## src/rtl/arb_pkg.sv

```systemverilog
// Shared types, decode field positions and credit arithmetic for the credit bus arbiter.
package arb_pkg;

    typedef enum logic {
        IDLE = 1'b0,
        OWN  = 1'b1
    } arb_state_e;

    localparam int DEC_BASE_LSB = 16;
    localparam int DEC_SLV_LSB  = 12;
    localparam int DEC_SLV_W    = 4;

    // Deduct first and floor at zero, then add the refill and clip at the ceiling.
    function automatic int sat_add_sub(input int credit, input int cost, input int amt, input int cmax);
        int tmp;
        tmp = (credit > cost) ? (credit - cost) : 0;
        tmp = tmp + amt;
        if (tmp > cmax) begin
            tmp = cmax;
        end
        return tmp;
    endfunction

endpackage

```

## src/rtl/arb_pick.sv

```systemverilog
// Combinational winner select: starvation first, then highest priority among
// credited requesters (or all requesters when none has credit), RR tie-break.
module arb_pick #(
    parameter int NUM_MST = 4,
    parameter int PRI_W   = 4,
    localparam int IW     = $clog2(NUM_MST)
) (
    input  logic [NUM_MST-1:0]       req,
    input  logic [NUM_MST*PRI_W-1:0] pri,
    input  logic [NUM_MST-1:0]       cred_nz,
    input  logic [NUM_MST-1:0]       starved,
    input  logic [NUM_MST-1:0]       exclude,
    input  logic [IW-1:0]            rr_ptr,
    output logic                     valid,
    output logic [IW-1:0]            winner
);

    logic [NUM_MST-1:0] elig;
    logic [NUM_MST-1:0] starve_set;
    logic [NUM_MST-1:0] pool;
    logic [PRI_W-1:0]   best_pri;
    logic               found;
    int                 idx;

    always_comb begin
        elig       = req & ~exclude;
        starve_set = elig & starved;
        pool       = ((elig & cred_nz) != '0) ? (elig & cred_nz) : elig;
        valid      = (elig != '0);
        winner     = '0;
        best_pri   = '0;
        found      = 1'b0;
        idx        = 0;
        if (starve_set != '0) begin
            for (int i = NUM_MST - 1; i >= 0; i--) begin
                if (starve_set[i]) begin
                    winner = IW'(i);
                end
            end
        end else begin
            // Walking from the RR pointer with a strict '>' keeps the first tied master.
            for (int k = 0; k < NUM_MST; k++) begin
                idx = (int'(rr_ptr) + k) % NUM_MST;
                if (pool[idx] && (!found || (pri[idx*PRI_W +: PRI_W] > best_pri))) begin
                    found    = 1'b1;
                    best_pri = pri[idx*PRI_W +: PRI_W];
                    winner   = IW'(idx);
                end
            end
        end
    end

endmodule

```

## src/rtl/credit_bus_arbiter.sv

```systemverilog
// N-master / M-slave shared-bus arbiter with per-master credit buckets,
// starvation override, hold limit and address-decoded slave routing.
//   state | meaning
//   IDLE  | no owner; bus outputs parked at zero, arbitrate every cycle
//   OWN   | owner_id holds the bus until it drops m_req or hits the hold limit
module credit_bus_arbiter
    import arb_pkg::*;
#(
    parameter int          NUM_MST       = 4,
    parameter int          NUM_SLV       = 4,
    parameter int          DW            = 32,
    parameter int          PRI_W         = 4,
    parameter int          CRED_W        = 8,
    parameter int          CRED_INIT     = 16,
    parameter int          REFILL_AMT    = 4,
    parameter int          REFILL_PERIOD = 10,
    parameter int          CRED_MAX      = 64,
    parameter int          STARVE_LIM    = 59,
    parameter int          HOLD_MAX      = 16,
    parameter logic [15:0] BASE_HI       = 16'hFFEF
) (
    input  logic                       clk,
    input  logic                       rst,
    input  logic [NUM_MST-1:0]         m_req,
    input  logic [NUM_MST*PRI_W-1:0]   m_pri,
    input  logic [NUM_MST*32-1:0]      m_addr,
    input  logic [NUM_MST-1:0]         m_rw,
    input  logic [NUM_MST*DW-1:0]      m_wdata,
    output logic [NUM_MST-1:0]         m_grant,
    output logic [DW-1:0]              m_rdata,
    output logic [NUM_SLV-1:0]         s_sel,
    output logic [31:0]                s_addr,
    output logic                       s_rw,
    output logic [DW-1:0]              s_wdata,
    input  logic [NUM_SLV*DW-1:0]      s_rdata,
    output logic                       dec_err,
    output logic [$clog2(NUM_MST)-1:0] owner_id
);

    localparam int IW = $clog2(NUM_MST);
    localparam int HW = $clog2(HOLD_MAX + 1);
    localparam int RW = $clog2(REFILL_PERIOD + 1);
    localparam int TW = $clog2(STARVE_LIM + 1);

    arb_state_e         state_q, state_d;
    logic [NUM_MST-1:0] grant_q;
    logic [IW-1:0]      owner_q;
    logic [HW-1:0]      hold_q;
    logic [IW-1:0]      rr_q;
    logic [RW-1:0]      refill_q;
    logic [CRED_W-1:0]  credit_q [NUM_MST];
    logic [CRED_W-1:0]  credit_d [NUM_MST];
    logic [TW-1:0]      timer_q  [NUM_MST];
    logic [TW-1:0]      timer_d  [NUM_MST];

    logic               hold_end;
    logic               rel;
    logic               arb_go;
    logic               grant_take;
    logic               refill_tc;
    logic [NUM_MST-1:0] excl;
    logic [NUM_MST-1:0] cred_nz;
    logic [NUM_MST-1:0] starved;
    logic               pick_valid;
    logic [IW-1:0]      pick_idx;

    assign hold_end   = (state_q == OWN) && (hold_q == HW'(HOLD_MAX - 1));
    assign rel        = (state_q == OWN) && (!m_req[owner_q] || hold_end);
    assign arb_go     = (state_q == IDLE) || rel;
    assign grant_take = arb_go && pick_valid;
    assign refill_tc  = (refill_q == RW'(REFILL_PERIOD - 1));
    // A hold-limited owner sits out the arbitration it triggered.
    assign excl       = hold_end ? (NUM_MST'(1) << owner_q) : '0;

    always_comb begin
        for (int i = 0; i < NUM_MST; i++) begin
            cred_nz[i] = (credit_q[i] != '0);
            starved[i] = (timer_q[i] == TW'(STARVE_LIM));
        end
    end

    arb_pick #(
        .NUM_MST (NUM_MST),
        .PRI_W   (PRI_W)
    ) u_pick (
        .req     (m_req),
        .pri     (m_pri),
        .cred_nz (cred_nz),
        .starved (starved),
        .exclude (excl),
        .rr_ptr  (rr_q),
        .valid   (pick_valid),
        .winner  (pick_idx)
    );

    always_comb begin
        state_d = state_q;
        if (arb_go) begin
            state_d = pick_valid ? OWN : IDLE;
        end
    end

    always_comb begin
        for (int i = 0; i < NUM_MST; i++) begin
            credit_d[i] = CRED_W'(sat_add_sub(
                int'(credit_q[i]),
                (grant_take && (pick_idx == IW'(i))) ? (int'(m_pri[i*PRI_W +: PRI_W]) + 1) : 0,
                refill_tc ? REFILL_AMT : 0,
                CRED_MAX));
            if (!m_req[i] || grant_q[i]) begin
                timer_d[i] = '0;
            end else if (timer_q[i] != TW'(STARVE_LIM)) begin
                timer_d[i] = timer_q[i] + 1'b1;
            end else begin
                timer_d[i] = timer_q[i];
            end
        end
    end

    always_ff @(posedge clk or negedge rst) begin
        if (!rst) begin
            state_q  <= IDLE;
            grant_q  <= '0;
            owner_q  <= '0;
            hold_q   <= '0;
            rr_q     <= '0;
            refill_q <= '0;
            for (int i = 0; i < NUM_MST; i++) begin
                credit_q[i] <= CRED_W'(CRED_INIT);
                timer_q[i]  <= '0;
            end
        end else begin
            state_q  <= state_d;
            refill_q <= refill_tc ? '0 : (refill_q + 1'b1);
            for (int i = 0; i < NUM_MST; i++) begin
                credit_q[i] <= credit_d[i];
                timer_q[i]  <= timer_d[i];
            end
            if (arb_go) begin
                grant_q <= pick_valid ? (NUM_MST'(1) << pick_idx) : '0;
            end
            if (grant_take) begin
                owner_q <= pick_idx;
                hold_q  <= '0;
                rr_q    <= (int'(pick_idx) == NUM_MST - 1) ? '0 : (pick_idx + 1'b1);
            end else if (state_q == OWN) begin
                hold_q  <= hold_q + 1'b1;
            end
        end
    end

    assign m_grant  = grant_q;
    assign owner_id = owner_q;

    logic [31:0]          own_addr;
    logic [DEC_SLV_W-1:0] slv_idx;

    always_comb begin
        s_sel    = '0;
        dec_err  = 1'b0;
        m_rdata  = '0;
        s_addr   = '0;
        s_rw     = 1'b0;
        s_wdata  = '0;
        own_addr = m_addr[owner_q*32 +: 32];
        slv_idx  = own_addr[DEC_SLV_LSB +: DEC_SLV_W];
        if (state_q == OWN) begin
            s_addr  = own_addr;
            s_rw    = m_rw[owner_q];
            s_wdata = m_wdata[owner_q*DW +: DW];
            if ((own_addr[31:DEC_BASE_LSB] == BASE_HI) && (int'(slv_idx) < NUM_SLV)) begin
                s_sel   = NUM_SLV'(1) << slv_idx;
                m_rdata = s_rdata[slv_idx*DW +: DW];
            end else begin
                dec_err = 1'b1;
            end
        end
    end

endmodule

```

## config.mk

```make
export PLATFORM = sky130hd
export DESIGN_NAME = credit_bus_arbiter
export DESIGN_NICKNAME = d
export VERILOG_FILES = /design/src/rtl/arb_pkg.sv /design/src/rtl/arb_pick.sv /design/src/rtl/credit_bus_arbiter.sv
export SDC_FILE = /design/constraint.sdc
export NUM_CORES = 1
export LEC_CHECK = 0
export CAP_MARGIN = 20
export CORE_AREA = 5 5 198 200
export CTS_CLUSTER_DIAMETER = 60
export CTS_CLUSTER_SIZE = 28
export DETAILED_ROUTE_END_ITERATION = 8
export DIE_AREA = 0 0 203 205
export PLACE_DENSITY = 0.68
export SLEW_MARGIN = 20
export SYNTH_ARGS = -nofsm -noshare
export SYNTH_HDL_FRONTEND = slang
export SYNTH_SLANG_ARGS = --single-unit
export TNS_END_PERCENT = 20
```

## constraint.sdc

```tcl
create_clock -name clk -period 20.8 [get_ports clk]
set_input_delay 4.16 -clock clk [delete_from_list [all_inputs] [get_ports clk]]
set_output_delay 4.16 -clock clk [all_outputs]
set_load 0.05 [all_outputs]
```

==> impl_metrics.json, run 1 <==
{
  "status": "finished, final reports clean",
  "yosys_most_used_dff": "dfrtp_1",
  "ys_seq_elements": 74,
  "cts_tree": "built",
  "yosys_warnings": 0,
  "syn_to_final_growth_pct": 59.4,
  "synth-edff-count": 0,
  "final_util_pct": 43.9,
  "clk_pin_slew_worst_paths_ps": 70,
  "crit_top_cell": "ha_1",
  "gr-total-overflow": 0,
  "critical_path_class": "input port to flop",
  "wl_per_cell_um": 26.7,
  "ys_async_sr_fraction_pct": 100,
  "path_depth": 58,
  "finalMaxSlewViolations": 0,
  "p_leak_nw": 6.26,
  "final_hold_viol_count": 0,
  "finalSetupTns_ps": 0,
  "final.fill_count": 3569,
  "synth_top_area_share_pct": 24.2,
  "max_stage_delay_ps": 930,
  "cts_resized": 0,
  "vias": 11400,
  "fin_ws_ps": 3730,
  "synth_common_cells": "110 x mux4_2, 82 x ha_1, 81 x nor2_1",
  "synthTopCellsByArea": "mux4_2 24%, dfrtp_1 17%, ha_1 10%",
  "cellPowerDensity_mw_per_mm2": 152,
  "slew_headroom_pct": 29.4,
  "clk_latency_ps": 350,
  "antenna_found_initial": 23,
  "grt_pass1_vias": 11200,
  "antenna_left": 0,
  "dieArea_mm2": 0.0416,
  "holdWs_ps": 520,
  "period_share_pct": 82.1,
  "netlist_instances": 1074,
  "critical_path_required_ps": 21070,
  "r2r-start": "owner_id[0]$_DFFE_PN0P_",
  "max-cap-violations": 0,
  "reg2regPathDepth": 58,
  "cp-startpoint": "m_req[3]",
  "grt_setup_unrepaired": "no",
  "initial_utilization_pct": 27.5,
  "grt_start_max_net_pins": 75,
  "hold_buffers": 0,
  "yosys.area.top_type": "mux4_2",
  "startpoint_type": "input port",
  "hpwl_mm": 47.8,
  "clock-root-buffer": "clkbuf_16",
  "clockBufferDepth": 2,
  "cts_setup_buffers": 0,
  "wl_mm": 55.3,
  "cp_max_fo": 9,
  "die_x_um": 203,
  "ir_drop_mv": 0.137,
  "post-route-drc-count": 0,
  "crit_arrival_ps": 17340,
  "die_h_um": 205,
  "worst_pin_slew_ps": 1060,
  "cts_max_level": 3,
  "crit_buf_inv": 3,
  "place_congestion": 0.920,
  "fmax_mhz": 58.6,
  "fp-row-count": 71,
  "critical-path-top-delay-family": "compound AO/OA/AOI/OAI gates",
  "port_buffers": 517,
  "clock-sinks": 74,
  "grt_pass1_wl_mm": 76.4,
  "synth_cell_types": 86,
  "detail_route.first_pass.iterations": 8,
  "worstHoldStart": "refill_q[2]$_DFF_PN0_",
  "viasPerCell": 5.49,
  "drt_iter0_markers": 919,
  "hold_class": "flop to flop",
  "synth.most_common_cell": "mux4_2",
  "hold_depth": 1,
  "worst_path_max_delay_cell": "a222oi_1",
  "core_area_mm2": 0.0372,
  "fin_crit_ps": 17070,
  "io_pins": 518,
  "numCtsBuffers": 9,
  "fin_nets": 2080,
  "clock-skew-final_ps": 8.09,
  "global_route.usage.total_pct": 25.1,
  "place_ws_ps": 3660,
  "final-setup-viol-count": 0,
  "drive_above_1_share_pct": 10.3,
  "syn_area_per_cell_um2": 9.54,
  "syn-cell-area_mm2": 0.0102,
  "cp-end-kind": "flop",
  "synth-seq-area-share_pct": 18.1
}
## cells in the final DEF, fill, tap and decap left out, drive strengths merged, types with 9 or more instances in the layout
cell type / count
ha: 82
mux2i: 11
nand3: 49
mux4: 110
diode: 11
nor2b: 49
inv: 40
xnor2: 24
a21oi: 24
nand2: 57
nand2b: 20
o21a: 20
and3: 16
nor4: 9
o211ai: 10
nor2: 81
and2: 78
conb: 24
dfrtp: 70
clkbuf: 10
xor2: 24
o21ai: 44
buf: 13
a211oi: 11
clkdlybuf4s50: 516
nor3: 36
nand4: 16
## through the flow
stage,instance area [um^2],total power [mW],cells
2_1_floorplan,10300,1.71,1097
5_1_grt,16300,2.67,2072
3_3_place_gp,16000,2.28,2046
3_5_place_dp,16000,2.29,2046
6_report,16300,2.48,2074
4_1_cts,16300,2.48,2062
## sequential cells by signal (all words and copies together) (netlist names)
name      count
credit_q     32
timer_q      24
rr_q          2
refill_q      4
hold_q        5
owner_id      2
state_q       1
m_grant       4
## worst reg2reg max path: cells and delay by family (launching register included)
kind / cells / cell delay [ps]
mux: 2 / 510
simple gates: 22 / 4840
flops: 1 / 940
compound gates: 24 / 5550
fa+ha+maj: 8 / 2050
buf+inv: 2 / 130
## final cells by class
cell class	instances	area (um^2)	area share, %
diodes	11	27.5	0.168
clock buffers	10	229	1.40
clock inverters	6	90.1	0.551
inverters	40	150	0.919
multi-input cells	930	8110	49.6
flip-flops and latches	74	1870	11.4
well taps	474	593	3.63
repair buffers	529	5270	32.3
## cells by family after synthesis
logic type                 count (synthesis)  share of synthesized area [%]
and+or+nand+nor                          462                           24.8
adders and majority gates                 86                           10.8
xor gates and xnor gates                  50                           4.54
DFF                                       74                           18.1
AOI/OAI and AO/OA                        183                           12.5
muxes                                    125                           25.7
other                                      1                         0.0366
buffers and inverters                     93                           3.59
## metal layers
layer / share of wire, % / global-route usage [%] / vias to the layer above / wire [um]
met5: 0.074 / 0 / - / 41
met3: 12 / 12.5 / 81 / 6850
li1: - / - / 5121 / -
met2: 42 / 36.4 / 601 / 23200
met1: 42 / 32.3 / 5569 / 23300
met4: 3.5 / 8.80 / 6 / 1960
## path summary, 6_finish.rpt
check                                         endpoint  slack [ps]
worst min-delay path             refill_q[2]$_DFF_PN0_         520
worst min register to register   refill_q[2]$_DFF_PN0_         520
worst max-delay path            credit_q[10]$_DFF_PN0_        3730
max in group asynchronous       credit_q[20]$_DFF_PN1_       16290
worst max register to register  credit_q[10]$_DFF_PN0_        6700
min in group asynchronous       credit_q[30]$_DFF_PN0_        3860
## report_power, final
| part | switching [mW] | internal [mW] | total [mW] |
|---|---|---|---|
| clock network | 0.0667 | 0.106 | 0.172 |
| registers | 0.0355 | 0.162 | 0.198 |
| logic | 1.21 | 0.901 | 2.11 |
| total | 1.31 | 1.17 | 2.48 |
Power figures use the tool's default switching activity.
==> inputs of run 2 (changes only) <==
Settings changed: CORE_AREA 5 5 198 200 to 5 5 199 201, DIE_AREA 0 0 203 205 to 0 0 204 206.
Clock period 20.8 ns to 16.5 ns, I/O delays scaled along.
==> run 2 against run 1 <==
Effect of this change: register-to-register slack got worse by 3800 ps; sequential cell count unchanged; clock-buffer cell count decreased by 1; core utilization decreased by 0.055 points; cell count increased by 1.9%; first-iteration DRC count increased by 19%; clock power increased by 21%; die area increased by 0.98%; sequential share of layout area about the same; wire length increased by 0.94%; global-route usage decreased by 0.34 points; critical endpoint is now credit_q[11]$_DFF_PN0_; highest routed layer unchanged.
==> impl_metrics.json, run 2 (synthesis results as in run 1) <==
{
  "max-cap-violations": 0,
  "critical_path_required_ps": 16760,
  "mostFrequentLayoutCells": "516 x clkdlybuf4s50_1, 110 x mux4_2, 82 x ha_1",
  "max_stage_delay_ps": 650,
  "core_area_mm2": 0.0374,
  "max_flop_register": "credit_q",
  "clk_pin_slew_worst_paths_ps": 70,
  "antenna_left": 0,
  "io_pins": 518,
  "cts_tree": "built",
  "fp-row-count": 71,
  "wl_met2_mm": 24.8,
  "final.fill_count": 3586,
  "grt_pass1_wl_mm": 76.4,
  "die_h_um": 206,
  "post-route-drc-count": 0,
  "status": "finished, final reports clean",
  "place_congestion": 0.973,
  "worst_pin_slew_ps": 1050,
  "clk_latency_ps": 350,
  "drt_iter0_markers": 1091,
  "port_buffers": 517,
  "grt_pass1_vias": 11300,
  "top_regs": "credit_q (32), timer_q (24), hold_q (5)",
  "global_route.usage.total_pct": 24.7,
  "grt_setup_unrepaired": "no",
  "crit_arrival_ps": 15930,
  "final_hold_viol_count": 0,
  "cellPowerDensity_mw_per_mm2": 194,
  "met1_length_mm": 23.2,
  "final_common_cell": "clkdlybuf4s50_1",
  "gr-total-overflow": 0,
  "worstHoldStart": "refill_q[2]$_DFF_PN0_",
  "die_x_um": 204,
  "fin_nets": 2082,
  "ir_drop_mv": 0.152,
  "worst_path_max_delay_cell": "or4b_2",
  "cp-end-kind": "flop",
  "multi_input_area_mm2": 0.00813,
  "final_util_pct": 43.8,
  "finalSetupTns_ps": 0,
  "r2r-start": "state_q$_DFFE_PN0P_",
  "drive_above_1_share_pct": 10.7,
  "wl_met3_mm": 6.77,
  "hpwl_mm": 48.1,
  "numCtsBuffers": 9,
  "dieArea_mm2": 0.0420,
  "clock-root-buffer": "clkbuf_16",
  "antenna_found_initial": 21,
  "fmax_mhz": 63.8,
  "seq_area_mm2": 0.00187,
  "place_ws_ps": 407,
  "startpoint_type": "input port",
  "period_share_pct": 95.0,
  "fin_ws_ps": 830,
  "fin_crit_ps": 15670,
  "crit_top_cell": "ha_1",
  "cp-startpoint": "m_req[3]",
  "route.top_layer_used": "met5",
  "detail_route.first_pass.iterations": 6,
  "viasPerCell": 5.40,
  "initial_utilization_pct": 27.4,
  "clock-sinks": 74,
  "cp_max_fo": 9,
  "cts_max_level": 3,
  "clock-skew-final_ps": 15.0,
  "vias": 11400,
  "slew_headroom_pct": 29.6,
  "wl_per_cell_um": 26.4,
  "final-setup-viol-count": 0,
  "grt_start_max_net_pins": 77,
  "wl_mm": 55.8,
  "hold_buffers": 0,
  "hold_class": "flop to flop",
  "critical_path_class": "input port to flop",
  "finalMaxSlewViolations": 0,
  "largest_reg_flops": 32,
  "p_leak_nw": 6.27,
  "clockBufferDepth": 2,
  "syn_to_final_growth_pct": 60.0
}
run 2: critical path, delay by kind of cell:
| family | cells | cell delay [ps] |
|---|---|---|
| mux | 2 | 490 |
| fa+ha+maj | 8 | 2020 |
| simple gates | 21 | 4270 |
| compound gates | 24 | 4810 |
| buf+inv | 5 | 1040 |
run 2: cell type report:
| cell class | instances | share of cell area (%) |
|---|---|---|
| clock buffer | 9 | 1.37 |
| tap | 511 | 3.90 |
| timing repair buffer | 531 | 32.2 |
| multi-input combinational | 930 | 49.6 |
| clock inverter | 7 | 0.504 |
| sequential | 74 | 11.4 |
| inverter | 40 | 0.916 |
| antenna | 11 | 0.168 |
run 2: final timing paths:
path	endpoint	slack [ps]	cells after the start
hold reg to reg	refill_q[2]$_DFF_PN0_	530	1
setup reg to reg	credit_q[11]$_DFF_PN0_	2910	60
max in group asynchronous	owner_id[0]$_DFFE_PN0P_	12400	2
min in group asynchronous	credit_q[31]$_DFF_PN0_	2870	1
hold / removal	refill_q[2]$_DFF_PN0_	530	1
setup / recovery	credit_q[11]$_DFF_PN0_	830	60
run 2: through the flow:
step	cell area (um^2)	instances	total power [mW]	hold WS, ps
4_1_cts	16300	2101	3.15	520
5_1_grt	16400	2108	3.40	556
2_1_floorplan	10300	1097	2.15	478
3_3_place_gp	16000	2085	2.90	497
3_5_place_dp	16000	2085	2.92	512
6_report	16400	2113	3.18	526
run 2: timing repair:
item                       in CTS  in global routing
gates resized for setup         0                  5
setup endpoints to repair       0                  5
setup buffers                   0                  1
run 2: power breakdown:
group,total [mW],leakage (nW),internal (mW),switching [mW]
registers,0.251,0.960,0.205,0.0463
logic,2.72,5.16,1.14,1.58
clock network,0.208,0.145,0.120,0.0886
run 2: routing by layer:
layer | track usage, % | up-vias
met2 | 37.0 | 632
met1 | 32.8 | 5606
met3 | 11.0 | 55
met5 | 0 | -
li1 | - | 5121
met4 | 6.08 | 4
